==> config.mk <==
export PLATFORM = sky130hd
export DESIGN_NAME = bus_arbiter_n
export DESIGN_NICKNAME = d
export VERILOG_FILES = /design/src/rtl/bus_arbiter_n.sv
export SDC_FILE = /design/constraint.sdc
export NUM_CORES = 1
export LEC_CHECK = 0
export CAP_MARGIN = 10
export CORE_MARGIN = 8
export CORE_UTILIZATION = 50
export CTS_CLUSTER_DIAMETER = 150
export CTS_CLUSTER_SIZE = 28
export DETAILED_ROUTE_END_ITERATION = 16
export PLACE_DENSITY = 0.8
export SLEW_MARGIN = 20
export SYNTH_ARGS = -nofsm -noshare
export SYNTH_HDL_FRONTEND = slang
export SYNTH_SLANG_ARGS = --single-unit
==> constraint.sdc <==
create_clock -name clk -period 4.88 [get_ports clk]
set_clock_uncertainty 0.05 [all_clocks]
set_input_delay 1.464 -clock clk [delete_from_list [all_inputs] [get_ports clk]]
set_output_delay 1.464 -clock clk [all_outputs]
set_load 0.01 [all_outputs]
==> src/rtl/bus_arbiter_n.sv <==
// bus_arbiter_n: N-master system-bus arbiter. Grants the bus under fixed-priority
// or round-robin policy, shifts in a serial slave address from the winner, then
// holds the slave connection until the winner releases or the hold limit expires.
module bus_arbiter_n #(
    parameter int unsigned NUM_MASTERS  = 4,
    parameter int unsigned SLAVE_ADDR_W = 2,
    parameter int unsigned RR_MODE      = 1,
    parameter int unsigned MAX_HOLD     = 16,
    localparam int unsigned MW = (NUM_MASTERS > 2) ? $clog2(NUM_MASTERS) : 1
) (
    input  logic                    clk,
    input  logic                    reset,
    input  logic [NUM_MASTERS-1:0]  m_request,
    input  logic [NUM_MASTERS-1:0]  m_slave_select,
    output logic [NUM_MASTERS-1:0]  m_grant,
    output logic [MW-1:0]           bus_grant,
    output logic [SLAVE_ADDR_W-1:0] slave_grant,
    output logic                    slave_valid,
    output logic                    busy,
    output logic                    timeout
);

    // Bit counter runs 0..SLAVE_ADDR_W-1, hold counter 0..MAX_HOLD-1.
    localparam int unsigned BCW = (SLAVE_ADDR_W > 1) ? $clog2(SLAVE_ADDR_W) : 1;
    localparam int unsigned HCW = (MAX_HOLD > 1) ? $clog2(MAX_HOLD) : 1;

    typedef enum logic [1:0] {StIdle, StAddr, StConnect} state_e;

    state_e                  state_q;
    logic [MW-1:0]           win_q;
    logic [MW-1:0]           ptr_q;
    logic [BCW-1:0]          bit_cnt_q;
    logic [HCW-1:0]          hold_cnt_q;
    logic [SLAVE_ADDR_W-1:0] addr_q;

    logic [MW-1:0]           base;
    logic [NUM_MASTERS-1:0]  hi_req;
    logic [MW-1:0]           winner;
    logic                    any_req;
    logic                    win_req;
    logic                    win_sel;
    logic                    hold_expired;
    logic                    last_bit;
    logic                    end_tenure;
    logic                    forced;
    logic [SLAVE_ADDR_W-1:0] addr_next;
    logic [MW-1:0]           ptr_next;

    // Winner selection: lowest requester at or above base, else lowest overall (wrap).
    always_comb begin
        base    = (RR_MODE != 0) ? ptr_q : '0;
        any_req = |m_request;
        hi_req  = '0;
        winner  = '0;
        for (int i = 0; i < NUM_MASTERS; i++) begin
            hi_req[i] = m_request[i] && (i >= int'(base));
        end
        // Descending overwrite leaves the lowest matching index in winner.
        for (int i = NUM_MASTERS - 1; i >= 0; i--) begin
            if (m_request[i]) winner = MW'(i);
        end
        for (int i = NUM_MASTERS - 1; i >= 0; i--) begin
            if (hi_req[i]) winner = MW'(i);
        end
    end

    // Request and serial address bit of the current bus owner.
    always_comb begin
        win_req = 1'b0;
        win_sel = 1'b0;
        for (int i = 0; i < NUM_MASTERS; i++) begin
            if (win_q == MW'(i)) begin
                win_req = m_request[i];
                win_sel = m_slave_select[i];
            end
        end
    end

    // Tenure termination: a dropped request wins over a simultaneous hold expiry.
    always_comb begin
        hold_expired = (MAX_HOLD != 0) && (hold_cnt_q == HCW'(MAX_HOLD - 1));
        last_bit     = (bit_cnt_q == BCW'(SLAVE_ADDR_W - 1));
        addr_next    = SLAVE_ADDR_W'({addr_q, win_sel});
        ptr_next     = (win_q == MW'(NUM_MASTERS - 1)) ? '0 : win_q + 1'b1;
        end_tenure   = 1'b0;
        forced       = 1'b0;
        if (state_q == StAddr) begin
            end_tenure = !win_req;
        end else if (state_q == StConnect) begin
            end_tenure = !win_req || hold_expired;
            forced     = win_req && hold_expired;
        end
    end

    // Arbitration FSM with registered outputs.
    always_ff @(posedge clk or posedge reset) begin
        if (reset) begin
            state_q     <= StIdle;
            win_q       <= '0;
            ptr_q       <= '0;
            bit_cnt_q   <= '0;
            hold_cnt_q  <= '0;
            addr_q      <= '0;
            m_grant     <= '0;
            bus_grant   <= '0;
            slave_grant <= '0;
            slave_valid <= 1'b0;
            busy        <= 1'b0;
            timeout     <= 1'b0;
        end else begin
            timeout <= 1'b0;
            if (end_tenure) begin
                // Release always passes through IDLE, so grants are never back-to-back.
                state_q     <= StIdle;
                ptr_q       <= ptr_next;
                bit_cnt_q   <= '0;
                hold_cnt_q  <= '0;
                m_grant     <= '0;
                bus_grant   <= '0;
                slave_grant <= '0;
                slave_valid <= 1'b0;
                busy        <= 1'b0;
                timeout     <= forced;
            end else begin
                unique case (state_q)
                    StIdle: begin
                        if (any_req) begin
                            state_q   <= StAddr;
                            win_q     <= winner;
                            bus_grant <= winner;
                            m_grant   <= {{(NUM_MASTERS - 1){1'b0}}, 1'b1} << winner;
                            busy      <= 1'b1;
                            bit_cnt_q <= '0;
                        end
                    end
                    StAddr: begin
                        addr_q <= addr_next;
                        if (last_bit) begin
                            state_q     <= StConnect;
                            slave_grant <= addr_next;
                            slave_valid <= 1'b1;
                            hold_cnt_q  <= '0;
                        end else begin
                            bit_cnt_q <= bit_cnt_q + 1'b1;
                        end
                    end
                    StConnect: begin
                        hold_cnt_q <= hold_cnt_q + 1'b1;
                    end
                    default: begin
                        state_q <= StIdle;
                    end
                endcase
            end
        end
    end

endmodule

==> results.py, run 1 <==
metrics = {
    "run_status": {
        "status": "finished clean",
    },
    "clock_network": {
        "hold_buffers": 0,
        "cts_setup_buffers": 0,
        "post_cts_resize_count": 0,
        "path_clk_slew_ns": 0.12,
        "cts_tree": "built",
        "cts_buffers": 3,
        "cts_root_buf": "clkbuf_4",
        "clkLatencyLatePin_ns": 0.32,
        "h-tree-depth": 1,
        "clockBufferDepth": 2,
        "cts_num_sinks": 23,
    },
    "timing": {
        "setup_ws_ns": 1.54,
        "worstMarginPinSlew_ns": 0.869,
        "setup_tns_ns": 0,
        "slew_violations": 0,
        "fin_crit_sh_pct": 68.4,
        "final_hold_viol_count": 0,
        "holdWs_ns": 0.490,
        "rsz0062_at_grt": "no",
        "relSlewSlack_pct": 42.0,
        "period_minus_slack_ns": 3.34,
        "fmax_mhz": 300,
        "finalSetupViolCount": 0,
    },
    "grt": {
        "antenna_found_initial": 0,
        "grt_pass1_vias": 1239,
        "grt_usage_pct": 14.4,
        "grt_max_degree": 24,
        "overflow": 0,
        "grt_pass1_wl_mm": 5.92,
    },
    "yosys": {
        "yosys.cell_types.count": 55,
        "syn-cell-area_um2": 1440,
        "synth-seq-cells": 23,
        "syn_nets": 169,
        "ys_warn_count": 0,
        "synth_edf_count": 0,
        "yosysSeqAreaShare_pct": 39.9,
        "syn_area_per_cell_um2": 9.37,
        "synth_top_area_share_pct": 39.9,
        "synth-async-reset-ratio_pct": 100,
        "synth_ff_type": "dfrtp_1",
        "ys_top_cells_by_area": "dfrtp_1 40%, nand2_1 4.9%, ha_1 4.3%",
        "synth_area_leader_cell": "dfrtp_1",
        "synthCells": 154,
    },
    "floorplan": {
        "dieArea_um2": 4860,
        "fp.dieH_um": 69.7,
        "coreArea_um2": 2760,
        "die_w_um": 69.7,
        "placementRows": 19,
        "pin_count": 21,
        "start_util_pct": 52.3,
    },
    "place": {
        "placed_cells": 198,
        "detailed_place_hpwl_mm": 2.64,
        "gp_congestion": 0.933,
        "placed_cell_area_um2": 1630,
        "place_ws_ns": 1.22,
        "io_buffers": 20,
    },
    "power": {
        "combinationalPowerShare_pct": 58.3,
        "seqPwrFrac_pct": 33.2,
        "p_int_mw": 0.561,
        "p_clk_share_pct": 8.5,
        "swShare_pct": 46.9,
        "finalPower_mw": 1.06,
        "ir_drop_mv": 0.383,
        "p_switching_mw": 0.496,
        "power.density_nw_per_um2": 636,
        "p_leak_nw": 0.676,
    },
    "routing": {
        "drt-total-wl_mm": 3.47,
        "ant_nets": 0,
        "drt-vias-per-instance": 6.32,
        "num_vias": 1276,
        "drc": 0,
        "dr.first_iter.drc_count": 77,
        "drt_pass1_iterations": 4,
        "wire_per_inst_um": 17.2,
    },
    "layout": {
        "final_layout_size_suffix_gt1_share_pct": 9.36,
        "fillers": 245,
        "postLayoutCellArea_um2": 1660,
        "final_common_cell": "dfrtp_1",
        "fin_nets": 187,
        "final_core_util_pct": 60.2,
        "mostFrequentLayoutCells": "23 x dfrtp_1, 20 x clkdlybuf4s50_1, 19 x nand2_1, 11 x inv_1, 9 x a21oi_1",
        "area_growth_pct": 15.1,
        "antenna_cells": 0,
        "layout.cells.non_filler": 202,
    },
    "setup_path": {
        "crit_required_ns": 5.06,
        "path_class": "in2reg",
        "critPathCaptureType": "flop",
        "worstPathMaxFanout": 11,
        "cp-start-kind": "input pin",
        "cp.arrival_ns": 3.51,
        "regToRegSetupSlack_ns": 2.44,
    },
    "hold_path": {
        "hold_class": "reg2reg",
    },
    "run": {
        "cap_violations": 0,
    },
}
-- routing by layer --
layer | up-vias | share of wire (%) | track usage (%)
met2 | 39 | 47 | 22.2
met3 | 7 | 6.0 | 3.15
met1 | 619 | 45 | 18.9
met5 | - | 0 | 0
li1 | 611 | - | -
met4 | 0 | 1.8 | 5.58
-- area by class of cell --
type	instances	area [µm²]	area share [%]
Clock buffer	4	26.3	1.58
Inverter	11	41.3	2.49
Multi-Input combinational cell	113	778	46.9
Sequential cell	23	576	34.7
Tap cell	31	38.8	2.34
Timing Repair Buffer	20	200	12.1
-- cell usage after synthesis (all sizes together) (2+ instances only) --
master and n:
ha 5, a32o 2, o32ai 6, a21boi 2, nor2 6, nor2b 3
a21oi 10, nand2b 3, dfrtp 23, or4 2, o22ai 3, inv 11
nand3b 2, o21ai 8, and3 2, and2 2, buf 6, a2111oi 2
nand3 4, a211oi 3, o31ai 3, nand2 21, nor3 3
-- power by group through the flow --
| stage | Combinational, mW | Sequential (mW) | Clock [mW] |
|---|---|---|---|
| finish | 0.616 | 0.350 | 0.0895 |
| global route | 0.676 | 0.361 | 0.0988 |
| CTS | 0.616 | 0.348 | 0.0923 |
| detailed placement | 0.613 | 0.352 | 0 |
| global placement | 0.592 | 0.348 | 0 |
| floorplan | 0.479 | 0.328 | 0 |
-- logic make-up after synthesis --
group                      Yosys count  share of synthesized area (%)
xor gates and xnor gates             1                          0.607
DFF                                 23                           39.9
and+or+nand+nor                     52                           18.8
muxes                                1                          0.694
AOI/OAI and AO/OA                   54                           29.5
adders and majority gates            5                           4.34
buffers and inverters               18                           6.16
-- worst max-delay path, cell delays in order --
cell and delay (ns):
clkdlybuf4s50_1 0.56, a211oi_1 0.16, a211oi_2 0.72, a21oi_2 0.27, o32ai_1 0.35
-- final timing paths --
check	startpoint	endpoint	depth (start not counted)
max	m_request[1]	m_grant[3]	5
min	m_grant[1]	m_grant[1]	2
max reg2reg	win_q[0]	m_grant[3]	6
min reg2reg	m_grant[1]	m_grant[1]	2
max in group asynchronous	reset	hold_cnt_q[2]	2
min in group asynchronous	reset	bus_grant[0]	2
-- flip-flops by register name, indices dropped and copies added, names as in the netlist --
name and flops:
win_q 2, state_q 2, base 2, hold_cnt_q 4, m_grant 4, bus_grant 2
busy 1, slave_grant 2, timeout 1, addr_q 1, slave_valid 1, bit_cnt_q 1
(Power assumes the default switching activity.)
==> run 2, diff against run 1 <==
--- a/config.mk
+++ b/config.mk
@@ -7,11 +7,11 @@
 export LEC_CHECK = 0
 export CAP_MARGIN = 10
 export CORE_MARGIN = 8
-export CORE_UTILIZATION = 50
+export CORE_UTILIZATION = 48
 export CTS_CLUSTER_DIAMETER = 150
 export CTS_CLUSTER_SIZE = 28
 export DETAILED_ROUTE_END_ITERATION = 16
-export PLACE_DENSITY = 0.8
+export PLACE_DENSITY = 0.81
 export SLEW_MARGIN = 20
 export SYNTH_ARGS = -nofsm -noshare
 export SYNTH_HDL_FRONTEND = slang
==> constraint.sdc (replaced) <==
create_clock -name clk -period 3 [get_ports clk]
set_clock_uncertainty 0.05 [all_clocks]
set_input_delay 0.9 -clock clk [delete_from_list [all_inputs] [get_ports clk]]
set_output_delay 0.9 -clock clk [all_outputs]
set_load 0.01 [all_outputs]
==> results.py, run 2 (synthesis results as in run 1) <==
metrics = {
    "run_status": {
        "status": "finished clean",
    },
    "timing": {
        "slew_violations": 0,
        "setup_tns_ns": 0,
        "fmax_mhz": 390,
        "period_minus_slack_ns": 2.56,
        "final_hold_viol_count": 0,
        "fin_crit_sh_pct": 85.4,
        "relSlewSlack_pct": 62.1,
        "finalSetupViolCount": 0,
        "rsz0062_at_grt": "no",
        "worstMarginPinSlew_ns": 0.555,
    },
    "routing": {
        "num_vias": 1265,
        "ant_nets": 0,
        "dr.first_iter.drc_count": 106,
        "drt_pass1_iterations": 4,
        "drt-total-wl_mm": 3.34,
        "wire_per_inst_um": 16.2,
        "drt-vias-per-instance": 6.14,
        "drc": 0,
    },
    "power": {
        "p_leak_nw": 0.685,
        "power.density_nw_per_um2": 1030,
        "p_clk_share_pct": 8.2,
        "combinationalPowerShare_pct": 58.6,
        "swShare_pct": 46.1,
        "p_switching_mw": 0.793,
        "ir_drop_mv": 0.403,
        "seqPwrFrac_pct": 33.2,
        "p_int_mw": 0.927,
    },
    "layout": {
        "final_layout_size_suffix_gt1_share_pct": 10.4,
        "antenna_cells": 0,
        "layout.cells.non_filler": 206,
        "final_common_cell": "dfrtp_1",
        "top_regs": "hold_cnt_q (4), m_grant (4)",
        "mostFrequentLayoutCells": "23 x dfrtp_1, 20 x clkdlybuf4s50_1, 19 x nand2_1, 11 x inv_1, 9 x a21oi_1",
        "fin_nets": 189,
        "fillers": 268,
        "area_growth_pct": 16.3,
    },
    "hold_path": {
        "hold_class": "reg2reg",
        "min_path_cells": 2,
    },
    "place": {
        "placed_cells": 202,
        "io_buffers": 20,
        "gp_congestion": 0.893,
        "detailed_place_hpwl_mm": 2.52,
    },
    "setup_path": {
        "worstPathMaxFanout": 15,
        "crit_required_ns": 3.16,
        "path_class": "in2reg",
        "cp-start-kind": "input pin",
        "cp.arrival_ns": 2.72,
        "critPathCaptureType": "flop",
        "reg2reg_depth": 6,
    },
    "clock_network": {
        "h-tree-depth": 1,
        "clockBufferDepth": 2,
        "cts_num_sinks": 23,
        "cts_root_buf": "clkbuf_4",
        "cts_buffers": 3,
        "clkLatencyLatePin_ns": 0.30,
        "cts_tree": "built",
        "hold_buffers": 0,
        "path_clk_slew_ns": 0.12,
        "cts_setup_buffers": 0,
        "post_cts_resize_count": 0,
    },
    "floorplan": {
        "placementRows": 20,
        "pin_count": 21,
        "fp.dieH_um": 70.8,
        "dieArea_um2": 5020,
        "start_util_pct": 48.9,
        "coreArea_um2": 2950,
        "die_w_um": 70.8,
    },
    "grt": {
        "grt_pass1_vias": 1258,
        "antenna_found_initial": 0,
        "overflow": 0,
        "grt_pass1_wl_mm": 5.69,
        "grt_max_degree": 24,
        "grt_usage_pct": 13.6,
    },
    "run": {
        "cap_violations": 0,
    },
}
-- run 2: critical path, stage by stage --
cell and delay (ns):
clkdlybuf4s50_1 0.49, a211oi_1 0.48, a211o_2 0.40, o21ai_1 0.15, a32o_1 0.30
-- run 2: power by group through the flow --
stage | Combinational (mW) | Clock (mW) | Sequential [mW]
after CTS | 1.01 | 0.146 | 0.567
after global routing | 1.11 | 0.156 | 0.592
final | 1.01 | 0.142 | 0.571
after global placement | 0.980 | 0 | 0.567
after floorplan | 0.780 | 0 | 0.533
after detailed placement | 1.00 | 0 | 0.574
-- run 2: final timing paths --
check,slack [ns],endpoint,from
hold reg to reg,0.49,bus_grant[0],bus_grant[0]
setup reg to reg,0.75,hold_cnt_q[1],win_q[0]
hold / removal,0.49,bus_grant[0],bus_grant[0]
min in group asynchronous,0.86,bus_grant[1],reset
setup / recovery,0.44,hold_cnt_q[1],m_request[1]
max in group asynchronous,1.82,base[0],reset
-- run 2: final cells by class --
type | count | area, µm² | share of cell area (%)
Sequential cell | 23 | 576 | 34.3
Tap cell | 33 | 41.3 | 2.46
Timing Repair Buffer | 22 | 215 | 12.8
Clock buffer | 4 | 26.3 | 1.57
Inverter | 11 | 41.3 | 2.46
Multi-Input combinational cell | 113 | 778 | 46.4
-- run 2: per-layer routing --
metal / routed length [µm] / GRT usage [%] / up-vias
met5: 0 / 0 / -
met4: 53 / 6.93 / 0
met3: 195 / 2.26 / 4
met2: 1550 / 22.0 / 31
met1: 1540 / 16.9 / 619
li1: - / - / 611
-- run 2: per-stage QoR --
stage	hold slack, ns	instance area, µm²	util (%)	worst slack [ns]	power, mW
CTS	0.498	1680	56.8	0.480	1.72
global route	0.521	1680	56.8	0.371	1.86
global placement	0.472	1650	55.9	0.229	1.55
finish	0.493	1680	56.8	0.437	1.72
floorplan	0.446	1440	-	0.947	1.31
detailed placement	0.481	1650	55.9	0.147	1.58
